==> src/rtl/cal_pkg.sv <==
// ---------------------------------------------------------------------------
// cal_pkg
// Shared definitions for the calibration sweep sequencer:
//   - default widths for the calibration parameter and the dwell count
//   - FSM state encoding used by cal_sweep_seq
// ---------------------------------------------------------------------------
package cal_pkg;

  localparam int unsigned CAL_PARA_W_DEF  = 6;
  localparam int unsigned CAL_DWELL_W_DEF = 16;

  typedef enum logic [1:0] {
    ST_IDLE   = 2'd0,  // waiting for start
    ST_LOAD   = 2'd1,  // cal_load asserted, new point on cal_para
    ST_DWELL  = 2'd2,  // waiting out the remaining dwell cycles
    ST_FINISH = 2'd3   // done asserted for one cycle
  } cal_state_e;

endpackage

==> src/rtl/cal_dwell_cnt.sv <==
// ---------------------------------------------------------------------------
// cal_dwell_cnt
// Down-counter that times the gap between successive calibration loads.
// The counter holds the number of cycles still to wait after the current
// one; expired_o is high when no further waiting is needed.
//
// Ports
//   clk_sys     : system clock, rising edge
//   rst_n       : asynchronous active-low reset, clears the count
//   clr_i       : synchronous clear (sweep abort / end of sweep)
//   load_i      : load load_val_i into the counter
//   load_val_i  : value to load (remaining wait cycles)
//   dec_i       : decrement by one (saturates at zero)
//   expired_o   : count is zero
// ---------------------------------------------------------------------------
module cal_dwell_cnt #(
  parameter int unsigned W = 16
) (
  input  logic         clk_sys,
  input  logic         rst_n,
  input  logic         clr_i,
  input  logic         load_i,
  input  logic [W-1:0] load_val_i,
  input  logic         dec_i,
  output logic         expired_o
);

  logic [W-1:0] cnt_q;

  // Clear has priority over load so an abort always leaves the counter idle.
  always_ff @(posedge clk_sys or negedge rst_n) begin
    if (!rst_n) begin
      cnt_q <= '0;
    end else if (clr_i) begin
      cnt_q <= '0;
    end else if (load_i) begin
      cnt_q <= load_val_i;
    end else if (dec_i && (cnt_q != '0)) begin
      cnt_q <= cnt_q - W'(1);
    end
  end

  assign expired_o = (cnt_q == '0);

endmodule

==> src/rtl/cal_sweep_seq.sv <==
// ---------------------------------------------------------------------------
// cal_sweep_seq
// Steps a calibration parameter from para_start to para_end (up or down by
// one per point), presenting each point on cal_para with a one-cycle
// cal_load strobe. Points are spaced D cycles apart, D = dwell (or 1 when
// dwell is 0). After the last point has dwelt D cycles, done pulses once.
// A stop request aborts the sweep immediately without a done pulse.
//
// Ports
//   clk_sys    : system clock, rising edge
//   rst_n      : asynchronous active-low reset
//   start      : single-cycle sweep start request (ignored while sweeping)
//   stop       : single-cycle sweep abort request (wins over start)
//   para_start : first sweep point, latched at start
//   para_end   : last sweep point, latched at start
//   dwell      : cycles between loads, latched at start
//   cal_load   : one-cycle strobe, new point valid on cal_para
//   cal_para   : current calibration point (holds after sweep ends)
//   busy       : sweep in progress
//   done       : one-cycle pulse on normal sweep completion
// ---------------------------------------------------------------------------
module cal_sweep_seq
  import cal_pkg::*;
#(
  parameter int unsigned PARA_W  = CAL_PARA_W_DEF,
  parameter int unsigned DWELL_W = CAL_DWELL_W_DEF
) (
  input  logic               clk_sys,
  input  logic               rst_n,
  input  logic               start,
  input  logic               stop,
  input  logic [PARA_W-1:0]  para_start,
  input  logic [PARA_W-1:0]  para_end,
  input  logic [DWELL_W-1:0] dwell,
  output logic               cal_load,
  output logic [PARA_W-1:0]  cal_para,
  output logic               busy,
  output logic               done
);

  cal_state_e         state_q;
  logic [PARA_W-1:0]  pstart_q;
  logic [PARA_W-1:0]  pend_q;
  logic [DWELL_W-1:0] dwell_q;
  logic [PARA_W-1:0]  cal_para_q;
  logic               cal_load_q;
  logic               busy_q;
  logic               done_q;

  logic               cnt_clr;
  logic               cnt_load;
  logic               cnt_dec;
  logic [DWELL_W-1:0] cnt_load_val;
  logic               cnt_expired;

  logic [DWELL_W-1:0] dwell_m1_in;
  logic [DWELL_W-1:0] dwell_m1_q;
  logic               step_up;
  logic               last_point;
  logic [PARA_W-1:0]  next_para;

  // The load cycle itself is the first of the D cycles, so the counter is
  // loaded with D-1; dwell == 0 behaves like dwell == 1.
  always_comb begin
    dwell_m1_in = (dwell   == '0) ? '0 : dwell   - DWELL_W'(1);
    dwell_m1_q  = (dwell_q == '0) ? '0 : dwell_q - DWELL_W'(1);
  end

  // Direction and termination come from the latched endpoints only, so
  // input changes mid-sweep have no effect. The equality test means the
  // sweep stops exactly on para_end and never wraps.
  always_comb begin
    step_up    = (pend_q >= pstart_q);
    last_point = (cal_para_q == pend_q);
    next_para  = step_up ? (cal_para_q + PARA_W'(1)) : (cal_para_q - PARA_W'(1));
  end

  // Dwell counter control, decoded from the current state and requests.
  always_comb begin
    cnt_clr      = 1'b0;
    cnt_load     = 1'b0;
    cnt_dec      = 1'b0;
    cnt_load_val = dwell_m1_q;
    case (state_q)
      ST_IDLE: begin
        if (!stop && start) begin
          cnt_load     = 1'b1;
          cnt_load_val = dwell_m1_in;  // latched copy not yet valid
        end
      end
      ST_LOAD, ST_DWELL: begin
        if (stop) begin
          cnt_clr = 1'b1;
        end else if (cnt_expired) begin
          if (!last_point) begin
            cnt_load = 1'b1;
          end
        end else begin
          cnt_dec = 1'b1;
        end
      end
      default: begin
        cnt_clr = 1'b1;
      end
    endcase
  end

  cal_dwell_cnt #(
    .W (DWELL_W)
  ) u_dwell_cnt (
    .clk_sys    (clk_sys),
    .rst_n      (rst_n),
    .clr_i      (cnt_clr),
    .load_i     (cnt_load),
    .load_val_i (cnt_load_val),
    .dec_i      (cnt_dec),
    .expired_o  (cnt_expired)
  );

  // Sweep FSM with registered outputs. cal_load and done default low so
  // they can only ever be single-cycle pulses.
  always_ff @(posedge clk_sys or negedge rst_n) begin
    if (!rst_n) begin
      state_q    <= ST_IDLE;
      pstart_q   <= '0;
      pend_q     <= '0;
      dwell_q    <= '0;
      cal_para_q <= '0;
      cal_load_q <= 1'b0;
      busy_q     <= 1'b0;
      done_q     <= 1'b0;
    end else begin
      cal_load_q <= 1'b0;
      done_q     <= 1'b0;
      case (state_q)
        ST_IDLE: begin
          // stop beats a simultaneous start
          if (!stop && start) begin
            pstart_q   <= para_start;
            pend_q     <= para_end;
            dwell_q    <= dwell;
            cal_para_q <= para_start;
            cal_load_q <= 1'b1;
            busy_q     <= 1'b1;
            state_q    <= ST_LOAD;
          end
        end
        ST_LOAD, ST_DWELL: begin
          if (stop) begin
            busy_q  <= 1'b0;
            state_q <= ST_IDLE;
          end else if (cnt_expired) begin
            if (last_point) begin
              done_q  <= 1'b1;
              busy_q  <= 1'b0;
              state_q <= ST_FINISH;
            end else begin
              cal_para_q <= next_para;
              cal_load_q <= 1'b1;
              state_q    <= ST_LOAD;
            end
          end else begin
            state_q <= ST_DWELL;
          end
        end
        ST_FINISH: begin
          busy_q  <= 1'b0;
          state_q <= ST_IDLE;
        end
        default: begin
          busy_q  <= 1'b0;
          state_q <= ST_IDLE;
        end
      endcase
    end
  end

  assign cal_load = cal_load_q;
  assign cal_para = cal_para_q;
  assign busy     = busy_q;
  assign done     = done_q;

endmodule
==> config.mk <==
export PLATFORM = sky130hd
export DESIGN_NAME = cal_sweep_seq
export DESIGN_NICKNAME = d
export VERILOG_FILES = /design/src/rtl/cal_pkg.sv /design/src/rtl/cal_dwell_cnt.sv /design/src/rtl/cal_sweep_seq.sv
export SDC_FILE = /design/constraint.sdc
export NUM_CORES = 1
export LEC_CHECK = 0
export CORE_ASPECT_RATIO = 0.5
export CORE_MARGIN = 1
export CORE_UTILIZATION = 50
export DETAILED_ROUTE_END_ITERATION = 10
export PLACE_DENSITY = 0.82
export RECOVER_POWER = 50
export SYNTH_ARGS = -nofsm -noshare
export SYNTH_HDL_FRONTEND = slang
export SYNTH_SLANG_ARGS = --single-unit
==> constraint.sdc <==
create_clock -name clk_sys -period 4.2 [get_ports clk_sys]
set_clock_uncertainty 0.15 [all_clocks]
set_input_delay 0.63 -clock clk_sys [delete_from_list [all_inputs] [get_ports clk_sys]]
set_output_delay 0.63 -clock clk_sys [all_outputs]
set_load 0.1 [all_outputs]
==> summary.md, run 1 <==
| Metric | Value |
|---|---|
| Synth Area in Compound Gates | `17.6%` |
| Element type at the critical path end | `register` |
| Detailed-router iteration count before antenna repair | `8` |
| Worst-path clk slew | `0.07 ns` |
| Buffers & Inverters on Critical Path | `1` |
| Tmin final | `3.49 ns` |
| CP Class | `in -> reg` |
| Commonest non-fill, non-tap cells in the layout | `dfrtp_1, nor2_1, clkdlybuf4s50_1, nand2_1, mux2_2` |
| Die width | `125 um` |
| Post-synthesis instance total | `406` |
| Initial Util | `51.7%` |
| Critical Path RT | `4.29 ns` |
| Yosys synthesis warning count | `0` |
| Die Height | `63.6 um` |
| Share of cells above drive strength 1 | `11.1%` |
| CP top delay family | `simple AND/OR/NAND/NOR gates` |
| Hold Violations, Final | `0` |
| Post-DP HPWL | `6.51 mm` |
| Vias in the first global route | `3,022` |
| Syn Nets | `458` |
| CTS buffer count | `5` |
| Layout fillers | `603` |
| Max clock buf depth | `2` |
| Layout Cells excl Fill | `538` |
| # DRC | `2` |
| Primary FF master, synth | `dfrtp_1` |
| H-tree levels | `2` |
| Worst Hold Class | `in -> async` |
| Clk Latency, worst-skew pair | `0.30 ns` |
| Routed len/inst | `16.6 um` |
| WP data arrival | `3.58 ns` |
| Most common cell after layout, fill and taps aside | `dfrtp_1` |
| Largest family of logic cells by synthesized area | `compound AO/OA/AOI/OAI gates` |
| Number of synthesized flops with an enable pin | `0` |
| Sink Count | `55` |
| FF+latch area | `1380 um^2` |
| Die footprint | `7970 um^2` |
| Synth area leader | `dfrtp_1` |
| Worst path slowest cell | `or2_0` |
| Cell Pwr Density | `871 nW/um^2` |
| First-pass GRT wire length | `14.6 mm` |
| Largest net degree at the start of global routing | `38` |
| # diodes | `0` |
| Post-Route WL | `8.94 mm` |
| Crit-path max FO | `26` |
| Async S/R FF share, synth | `100%` |
| Resize count post-CTS | `0` |
| Max Slew Vio Count | `65` |
| CTS tree | `built` |
| Worst-path cell chain | `clkdlybuf4s50_1 > or2_0 > nand3_1 > a22oi_4 > o21bai_1 > a221o_1` |
| Synth Area in XOR/XNOR | `7.38%` |
| Leakage | `1.84 nW` |
| Unrepaired setup endpoints after global routing | `false` |
| Post-synthesis sequential area ratio | `36.3%` |
| Row count | `22` |
| Slew margin rel. | `-36.6%` |
| Period utilization | `83.2%` |
| Multiplexer share of the synthesized area | `10.1%` |
| Max Cap Viol | `2` |
| Cells after DPL | `530` |
| Synth unique cells | `58` |
| Startpoint Class | `input pin` |
| Syn_area_per_cell | `9.35 um^2` |
| Number of antenna violations at the first check in global routing | `0` |
| Crit-path max cell delay | `1.30 ns` |
| Initial DRC Count | `207` |
| Setup TNS | `0 ns` |
| Yosys reg bits | `55` |
| Buffers added on ports | `40` |
| RePlAce Congestion | `0.850` |
| Post-CTS setup buffer count | `0` |
| Adder-Cell Fraction of Synth Area | `6.79%` |
| Synth top area share | `36.3%` |
| Footprint of the multi-input gates | `2250 um^2` |
| Cell Area, Synth | `3800 um^2` |
| Post-CTS Hold Buffers | `0` |
| Layout net count | `493` |
| Status | `finished with violations` |
| Violated checks | `DRC, capacitance limit, slew limit` |
| Antenna-violating nets left | `0` |
| # IOs | `41` |
| Fmax | `286 MHz` |
| Top cells by area, synth | `dfrtp_1, mux2_2, ha_1` |
| Core ar. | `7350 um^2` |
| Final setup viols | `0` |
| Vias per cell | `6.09` |
| Via count | `3,274` |
| Worst vdd rail ir drop | `868 uV` |
| P&R area growth vs syn | `16.8%` |
| CTS Root Cell | `clkbuf_16` |
| Total GRT Usage | `23.2%` |
| Worst slew pin tran | `2.05 ns` |
| Simple-gate portion of the synthesized area | `17.4%` |
| Grt ovf | `0` |
==> layout make-up <==
class | count | area share (%)
inverters | 23 | 1.95
well taps | 96 | 2.71
multi-input cells | 313 | 50.7
flip-flops and latches | 55 | 31.0
repair buffers | 43 | 9.31
clock buffers | 5 | 2.82
clock inverters | 3 | 1.52
==> power by group <==
part / internal [mW] / leakage [nW] / switching (mW)
logic: 0.946 / 1.06 / 1.36
registers: 0.769 / 0.687 / 0.258
clock network: 0.342 / 0.0900 / 0.196
==> flip-flops by register name (all words and copies together) (netlist names) <==
register           cells
dwell_q               16
u_dwell_cnt.cnt_q     16
cal_para               6
pend_q                 6
pstart_q               6
state_q                2
busy                   1
cal_load               1
done                   1
==> cells in the mapped netlist (2+ instances only) <==
library cell,count
dfrtp_1,55
nor2_1,41
nand2_1,27
mux2_2,26
inv_1,23
ha_1,19
nor3_1,18
o21ai_1,18
xnor2_1,18
a21oi_1,15
xor2_1,14
nand3_1,11
o21ai_0,10
o22ai_1,10
clkbuf_1,8
mux2i_1,8
nor4_1,7
o211ai_1,7
or4_1,5
a221o_1,4
a21o_1,3
buf_6,3
nand2b_1,3
nor4b_1,3
o21a_1,3
o21bai_1,3
o311ai_1,3
o31ai_1,3
a211oi_1,2
buf_1,2
buf_2,2
nand4_1,2
nor2b_1,2
or2_2,2
or3_1,2
or3_4,2
==> layer usage <==
layer / global-route usage, % / vias to the layer above / routed length, um
met5: 0 / - / 0
met4: 9.45 / 0 / 203
met3: 3.82 / 20 / 503
met2: 36.6 / 122 / 4080
met1: 31.8 / 1581 / 4160
li1: - / 1551 / -
==> path summary, 6_finish.rpt <==
kind	endpoint	startpoint	cells past startpoint	slack, ns
min in group clk_sys	pstart_q[1]$_DFFE_PN0P_	pstart_q[1]$_DFFE_PN0P_	2	0.35
max in group asynchronous	state_q[0]$_DFFE_PN0P_	rst_n	2	1.12
worst max register to register	u_dwell_cnt.cnt_q[12]$_DFFE_PN0P_	state_q[0]$_DFFE_PN0P_	8	0.72
worst min register to register	pstart_q[1]$_DFFE_PN0P_	pstart_q[1]$_DFFE_PN0P_	2	0.35
worst min-delay path	dwell_q[6]$_DFFE_PN0P_	rst_n	1	0.34
worst max-delay path	u_dwell_cnt.cnt_q[12]$_DFFE_PN0P_	stop	6	0.71
==> metrics by stage <==
| step | utilization, % | area, um^2 | power (mW) | setup slack [ns] | hold WS (ns) |
|---|---|---|---|---|---|
| 6_report | 60.4 | 4440 | 3.87 | 0.706 | 0.338 |
| 5_1_grt | 60.4 | 4440 | 4.12 | 0.444 | 0.385 |
| 4_1_cts | 60.5 | 4450 | 3.85 | 0.939 | 0.135 |
| 3_5_place_dp | 57.9 | 4250 | 3.30 | 0.942 | 0.336 |
| 3_3_place_gp | 57.9 | 4250 | 3.22 | 1.01 | 0.319 |
| 2_1_floorplan | - | 3800 | 2.81 | 1.31 | 0.184 |
==> kinds of logic after synthesis <==
kind of cell | after synthesis
compound gates | 94
flops | 55
simple gates | 132
fa+ha+maj | 20
mux | 35
xor+xnor | 32
buf+inv | 38
Note: power is estimated with default switching activity, not from simulation.
==> run 2, diff against run 1 <==
--- a/config.mk
+++ b/config.mk
@@ -9,7 +9,7 @@
 export CORE_MARGIN = 1
 export CORE_UTILIZATION = 50
 export DETAILED_ROUTE_END_ITERATION = 10
-export PLACE_DENSITY = 0.82
+export PLACE_DENSITY = 0.85
 export RECOVER_POWER = 50
 export SYNTH_ARGS = -nofsm -noshare
 export SYNTH_HDL_FRONTEND = slang
==> constraint.sdc (replaced) <==
create_clock -name clk_sys -period 2.8 [get_ports clk_sys]
set_clock_uncertainty 0.15 [all_clocks]
set_input_delay 0.42 -clock clk_sys [delete_from_list [all_inputs] [get_ports clk_sys]]
set_output_delay 0.42 -clock clk_sys [all_outputs]
set_load 0.1 [all_outputs]
==> run 2 against run 1 <==
- via count grew 8.1%
- routed wire length increased by 14%
- cell count increased by 11%
- sequential power is 44% higher
- utilization up 6.7 points
- power is 70% higher
- cell area increased by 11%
- register-to-register slack worse by 0.79 ns
- worst setup slack got worse by 0.78 ns
- the run ends with capacitance limit, slew limit, setup timing left
- largest cell class unchanged
==> summary.md, run 2 (synthesis gave the netlist of run 1 again) <==
| Metric | Value |
|---|---|
| Status | `finished with violations` |
| Violated checks | `capacitance limit, slew limit, setup timing` |
| Worst slew pin tran | `1.61 ns (-0.442 ns)` |
| Clk Latency, worst-skew pair | `0.31 ns (about the same)` |
| Most common cell after layout, fill and taps aside | `buf_4` |
| Core ar. | `7350 um^2 (unchanged)` |
| # diodes | `0 (unchanged)` |
| Startpoint Class | `register` |
| CP Class | `reg -> reg` |
| Post-DP HPWL | `7.31 mm (+12%)` |
| Worst-path clk slew | `0.07 ns (about the same)` |
| CTS Root Cell | `clkbuf_16` |
| Share of cells above drive strength 1 | `24.8% (+14 points)` |
| Initial DRC Count | `270 (+30%)` |
| Most frequent CP cell | `a211oi_2` |
| Hold Violations, Final | `0 (unchanged)` |
| Commonest non-fill, non-tap cells in the layout | `buf_4, dfrtp_1, nor2_1, clkdlybuf4s50_1, nand2_1` |
| PnR worst setup slack | `-0.0700 ns (-0.776 ns)` |
| Initial Util | `51.7% (unchanged)` |
| Largest net degree at the start of global routing | `29 (-24%)` |
| Worst path slowest cell | `dfrtp_1` |
| Layout Cells excl Fill | `595 (+11%)` |
| CTS tree | `built` |
| Routed len/inst | `17.2 um (+3.5%)` |
| Seq pwr share | `22.6% (-4.0 points)` |
| CP top delay family | `compound AO/OA/AOI/OAI gates` |
| Combinational power share | `64.8% (+5.3 points)` |
| Sink Count | `55 (unchanged)` |
| Buffers & Inverters on Critical Path | `1 (unchanged)` |
| P&R area growth vs syn | `29.8%` |
| Max Slew Vio Count | `29 (-55%)` |
| Vias per cell | `5.95 (-2.2%)` |
| Max clock buf depth | `2 (unchanged)` |
| Unrepaired setup endpoints after global routing | `true` |
| Tmin final | `2.87 ns` |
| First-pass GRT wire length | `16.2 mm (+10%)` |
| Buffers added on ports | `40 (unchanged)` |
| Worst hold start | `busy$_DFFE_PN0P_` |
| Vias in the first global route | `3,366 (+11%)` |
| RePlAce Congestion | `0.904 (+6.4%)` |
| Net Sw Frac | `46.6% (-0.17 points)` |
| Worst Hold Class | `reg -> reg` |
| Antenna-violating nets left | `0 (unchanged)` |
| Worst hold stages | `1` |
| Setup TNS | `-0.0700 ns (-0.0700 ns)` |
| Worst Hold End | `busy$_DFFE_PN0P_` |
| Fmax | `348 MHz` |
| Slew margin rel. | `-7.15% (+29 points)` |
| Worst vdd rail ir drop | `1270 uV (+46%)` |
| Element type at the critical path end | `register` |
| Critical Path RT | `2.84 ns (-1.45 ns)` |
| Clock power frac | `12.6% (-1.3 points)` |
| Die footprint | `7970 um^2 (unchanged)` |
| Leakage | `2.14 nW (+16%)` |
| R2R depth | `12 (+4)` |
| Die width | `125 um (unchanged)` |
| Number of antenna violations at the first check in global routing | `0 (unchanged)` |
| RR Startpoint | `pstart_q[0]$_DFFE_PN0P_` |
| Final setup viols | `1 (+1)` |
| Sw power | `3.06 mW (+69%)` |
| Max Cap Viol | `1 (-1)` |
| R2r endpoint | `cal_para[5]$_DFFE_PN0P_` |
| Crit-path max cell delay | `0.39 ns (-0.91 ns)` |
| Internal | `3.50 mW (+70%)` |
| Cells after DPL | `583 (+10%)` |
| # DRC | `0 (-2)` |
| Crit-path max FO | `3 (-88%)` |
| Grt ovf | `0 (unchanged)` |
| Worst-path cell chain | `ha_1 > nand2b_1 > a211oi_2 > o31ai_4 > inv_2 > ha_4 > a211oi_2 > o21bai_1 > a21oi_2 > xor2_2 > mux2i_1 > a21oi_1` |
| CTS buffer count | `5 (unchanged)` |
| Die Height | `63.6 um (unchanged)` |
| Detailed-router iteration count before antenna repair | `8 (unchanged)` |
| Post-Route WL | `10.2 mm (+14%)` |
| Total GRT Usage | `26.1% (+2.9 points)` |
| # IOs | `41 (unchanged)` |
| Via count | `3,540 (+8.1%)` |
| Period utilization | `103%` |
| R2R Setup Slk | `-0.07 ns (-0.79 ns)` |
| Regs by FF count | `dwell_q x16, u_dwell_cnt.cnt_q x16` |
| H-tree levels | `2 (unchanged)` |
| WP data arrival | `2.91 ns (-0.67 ns)` |
| Layout net count | `550 (+12%)` |
| Row count | `22 (unchanged)` |
| Cell Pwr Density | `1330 nW/um^2 (+53%)` |
| DP Worst Slack | `-0.0764 ns (-1.02 ns)` |
[run 2: metal layers]
metal  part of all wire [%]  up-vias  global-route usage (%)
met5                      0        -                       0
met4                    2.1        0                    8.54
met3                    6.4       34                    5.10
met2                     47      152                    42.7
met1                     44     1703                    34.9
li1                       -     1651                       -
[run 2: what timing repair did]
action / in CTS / in global routing
resized for setup: 8 / 9
gates cloned: 0 / 0
buffers inserted: 1 / 3
hold buffers: 0 / 0
pin swaps: 5 / 5
endpoints found under the setup margin: 7 / 12
endpoints found under the hold margin: 0 / 0
[run 2: per-stage QoR]
| stage | power, mW | instance area [um^2] | hold slack (ns) | utilization (%) |
|---|---|---|---|---|
| after global routing | 6.99 | 4930 | 0.368 | 67.0 |
| after floorplan | 4.23 | 3800 | -0.0256 | - |
| final | 6.57 | 4930 | 0.351 | 67.0 |
| after global placement | 5.14 | 4640 | 0.317 | 63.1 |
| after detailed placement | 5.29 | 4640 | 0.331 | 63.1 |
| after CTS | 6.36 | 4890 | 0.0162 | 66.5 |
[run 2: power by group through the flow]
stage,Clock (mW),Combinational [mW],Sequential (mW)
6_report,0.826,4.26,1.48
3_5_place_dp,0,3.82,1.48
4_1_cts,0.821,4.06,1.47
5_1_grt,0.859,4.61,1.53
3_3_place_gp,0,3.68,1.46
2_1_floorplan,0,2.41,1.82
[run 2: how the worst max path moves through the flow]
stage	slack, ns	to	cells after the start	start
floorplan	0.01	cal_para[5]$_DFFE_PN0P_	13	pend_q[0]$_DFFE_PN0P_
global placement	-0.07	cal_para[5]$_DFFE_PN0P_	12	pstart_q[0]$_DFFE_PN0P_
detailed placement	-0.08	cal_para[5]$_DFFE_PN0P_	12	pstart_q[0]$_DFFE_PN0P_
CTS	-0.06	cal_para[5]$_DFFE_PN0P_	11	pend_q[5]$_DFFE_PN0P_
global route	-0.16	cal_para[5]$_DFFE_PN0P_	11	pend_q[5]$_DFFE_PN0P_
finish	-0.07	cal_para[5]$_DFFE_PN0P_	12	pstart_q[0]$_DFFE_PN0P_
[run 2: final cells by class]
cell class                 instances  area (um^2)
clock buffer                       5          125
sequential                        55         1380
inverter                          23         86.3
multi-input combinational        313         2340
clock inverter                     3         67.6
fill                             563         2420
timing repair buffer             100          807
tap                               96          120
==> run 3, diff against run 2 <==
--- a/config.mk
+++ b/config.mk
@@ -7,9 +7,9 @@
 export LEC_CHECK = 0
 export CORE_ASPECT_RATIO = 0.5
 export CORE_MARGIN = 1
-export CORE_UTILIZATION = 50
+export CORE_UTILIZATION = 52
 export DETAILED_ROUTE_END_ITERATION = 10
-export PLACE_DENSITY = 0.85
+export PLACE_DENSITY = 0.87
 export RECOVER_POWER = 50
 export SYNTH_ARGS = -nofsm -noshare
 export SYNTH_HDL_FRONTEND = slang
==> run 3 against run 2 <==
- worst setup slack gained 0.11 ns
- first-iteration DRC count is 0.74% higher
- sequential cell count unchanged
- the flow now finishes without violations
- largest power group unchanged
==> summary.md, run 3 (synthesis gave the netlist of run 1 again) <==
| Metric | Value |
|---|---|
| Internal | `3.60 mW (+2.6%)` |
| Layout Utilization | `72.4% (+5.4 points)` |
| CP top delay family | `compound AO/OA/AOI/OAI gates` |
| Die width | `123 um (-1.9%)` |
| Vias per cell | `5.88 (-1.2%)` |
| Initial DRC Count | `272 (+0.74%)` |
| Die Height | `62.4 um (-1.9%)` |
| Sink Count | `55 (unchanged)` |
| Share of cells above drive strength 1 | `26.1% (+1.2 points)` |
| Unrepaired setup endpoints after global routing | `true` |
| # diodes | `0 (unchanged)` |
| Worst-path cell chain | `inv_1 > ha_1 > nand2b_4 > a211oi_4 > o31ai_4 > inv_2 > ha_4 > a211oi_2 > o21bai_1 > a21oi_2 > xor2_1 > mux2i_1 > a21oi_1` |
| P&R area growth vs syn | `30.8%` |
| RR Startpoint | `pend_q[0]$_DFFE_PN0P_` |
| R2r endpoint | `cal_para[5]$_DFFE_PN0P_` |
| Initial Util | `55.4% (+3.7 points)` |
| RePlAce Congestion | `0.929 (+2.8%)` |
| Net Sw Frac | `45.5% (-1.1 points)` |
| Max clock buf depth | `2 (unchanged)` |
| Most common cell after layout, fill and taps aside | `buf_4` |
| Buffers & Inverters on Critical Path | `2 (+1)` |
| Antenna-violating nets left | `0 (unchanged)` |
| # DRC | `0 (unchanged)` |
| Core ar. | `6860 um^2 (-6.7%)` |
| Crit-path max FO | `3 (unchanged)` |
| Post-DP HPWL | `7.27 mm (-0.55%)` |
| Detailed-router iteration count before antenna repair | `5 (-3)` |
| CTS buffer count | `5 (unchanged)` |
| Cell Pwr Density | `1330 nW/um^2 (-0.26%)` |
| Regs by FF count | `dwell_q x16, u_dwell_cnt.cnt_q x16` |
| Element type at the critical path end | `register` |
| CTS Root Cell | `clkbuf_16` |
| H-tree levels | `2 (unchanged)` |
| R2R depth | `13 (+1)` |
| Crit-path max cell delay | `0.34 ns (-0.05 ns)` |
| # IOs | `41 (unchanged)` |
| Fmax | `363 MHz (+4.1%)` |
| Row count | `21 (-4.5%)` |
| Worst-path clk slew | `0.07 ns (about the same)` |
| Tmin final | `2.76 ns (-0.113 ns)` |
| CP Class | `reg -> reg` |
| Buffers added on ports | `40 (unchanged)` |
| Post-Route WL | `9.78 mm (-4.4%)` |
| Number of antenna violations at the first check in global routing | `0 (unchanged)` |
| Clk Latency, worst-skew pair | `0.30 ns (about the same)` |
| Seq pwr share | `22.4% (-0.2 points)` |
| Slew margin rel. | `3.55% (+11 points)` |
| Total GRT Usage | `27.1% (+1.1 points)` |
| Grt ovf | `0 (unchanged)` |
| Commonest non-fill, non-tap cells in the layout | `buf_4, dfrtp_1, nor2_1, clkdlybuf4s50_1, nand2_1` |
| DP Worst Slack | `-0.137 ns (-0.0604 ns)` |
| Period utilization | `98.5% (-4.0 points)` |
| Worst path slowest cell | `dfrtp_1` |
| Worst Hold Class | `in -> async` |
| First-pass GRT wire length | `16.3 mm (+0.94%)` |
| Post-CTS Hold Buffers | `0 (unchanged)` |
| Sw power | `3.00 mW (-1.9%)` |
| Layout net count | `550 (unchanged)` |
| Vias in the first global route | `3,386 (+0.59%)` |
| Via count | `3,474 (-1.9%)` |
| Combinational power share | `65.4% (+0.6 points)` |
| Final setup viols | `0 (-1)` |
| Die footprint | `7670 um^2 (-3.8%)` |
| Hold Violations, Final | `0 (unchanged)` |
| Status | `completed` |
| Startpoint Class | `register` |
| Worst slew pin tran | `1.45 ns (-0.161 ns)` |
| Hold Worst Slack | `0.301 ns (-0.0501 ns)` |
| Critical Path RT | `2.83 ns (about the same)` |
| Max Cap Viol | `0 (-1)` |
| CTS tree | `built` |
| WP data arrival | `2.78 ns (-0.13 ns)` |
| Routed len/inst | `16.5 um (-3.8%)` |
| R2R Setup Slk | `0.04 ns (+0.11 ns)` |
| PnR worst setup slack | `0.0433 ns (+0.113 ns)` |
| Max Slew Vio Count | `0 (-100%)` |
| Setup TNS | `0 ns (+0.0700 ns)` |
| Worst vdd rail ir drop | `1060 uV (-16%)` |
| Clock power frac | `12.2% (-0.4 points)` |
| Largest net degree at the start of global routing | `30 (+3.4%)` |
| Leakage | `2.16 nW (+0.52%)` |
-- run 3: cell count changes in the layout (fill, tap and decap cells not counted), moves of 2 or more --
cell,change
buf_4,+2
clkbuf_1,-2
ha_1,-2
ha_4,+2
nor4b_1,-2
nor4b_2,+2
-- run 3: area by class of cell --
class	instances	area [um^2]
clock inverters	3	67.6
clock buffers	5	125
fillers	482	1890
well taps	92	115
multi-input cells	313	2390
repair buffers	100	805
flip-flops and latches	55	1380
inverters	23	86.3
-- run 3: worst max path at each step --
stage	from	endpoint	cells past startpoint
2_1_floorplan	pend_q[0]$_DFFE_PN0P_	cal_para[5]$_DFFE_PN0P_	13
3_3_place_gp	pstart_q[0]$_DFFE_PN0P_	cal_para[5]$_DFFE_PN0P_	12
3_5_place_dp	pstart_q[0]$_DFFE_PN0P_	cal_para[5]$_DFFE_PN0P_	12
4_1_cts	pend_q[5]$_DFFE_PN0P_	cal_para[5]$_DFFE_PN0P_	12
5_1_grt	pend_q[0]$_DFFE_PN0P_	cal_para[5]$_DFFE_PN0P_	13
6_report	pend_q[0]$_DFFE_PN0P_	cal_para[5]$_DFFE_PN0P_	13
-- run 3: power by group through the flow --
stage	sequential [mW]	clock, mW	combinational (mW)
after floorplan	1.82	0	2.41
after global placement	1.45	0	3.72
after detailed placement	1.47	0	3.85
after CTS	1.45	0.814	3.95
after global routing	1.52	0.850	4.72
final	1.48	0.806	4.31
-- run 3: timing repair --
action	in CTS	in global routing
pin swaps	4	11
resized for setup	3	16
setup buffers	2	0
setup endpoints to repair	2	8
hold endpoints to repair	0	0
-- run 3: metrics by stage --
stage | total power [mW] | instance area (um^2) | std cells
6_report | 6.60 | 4960 | 591
5_1_grt | 7.10 | 4960 | 591
2_1_floorplan | 4.23 | 3800 | 406
4_1_cts | 6.22 | 4890 | 591
3_5_place_dp | 5.31 | 4660 | 581
3_3_place_gp | 5.17 | 4660 | 581
-- run 3: per-layer routing --
metal | vias to the layer above | GRT usage, % | share of wire (%)
li1 | 1656 | - | -
met1 | 1700 | 37.8 | 45
met4 | 0 | 6.71 | 0.95
met2 | 107 | 43.3 | 48
met3 | 11 | 5.57 | 5.8
met5 | - | 0 | 0
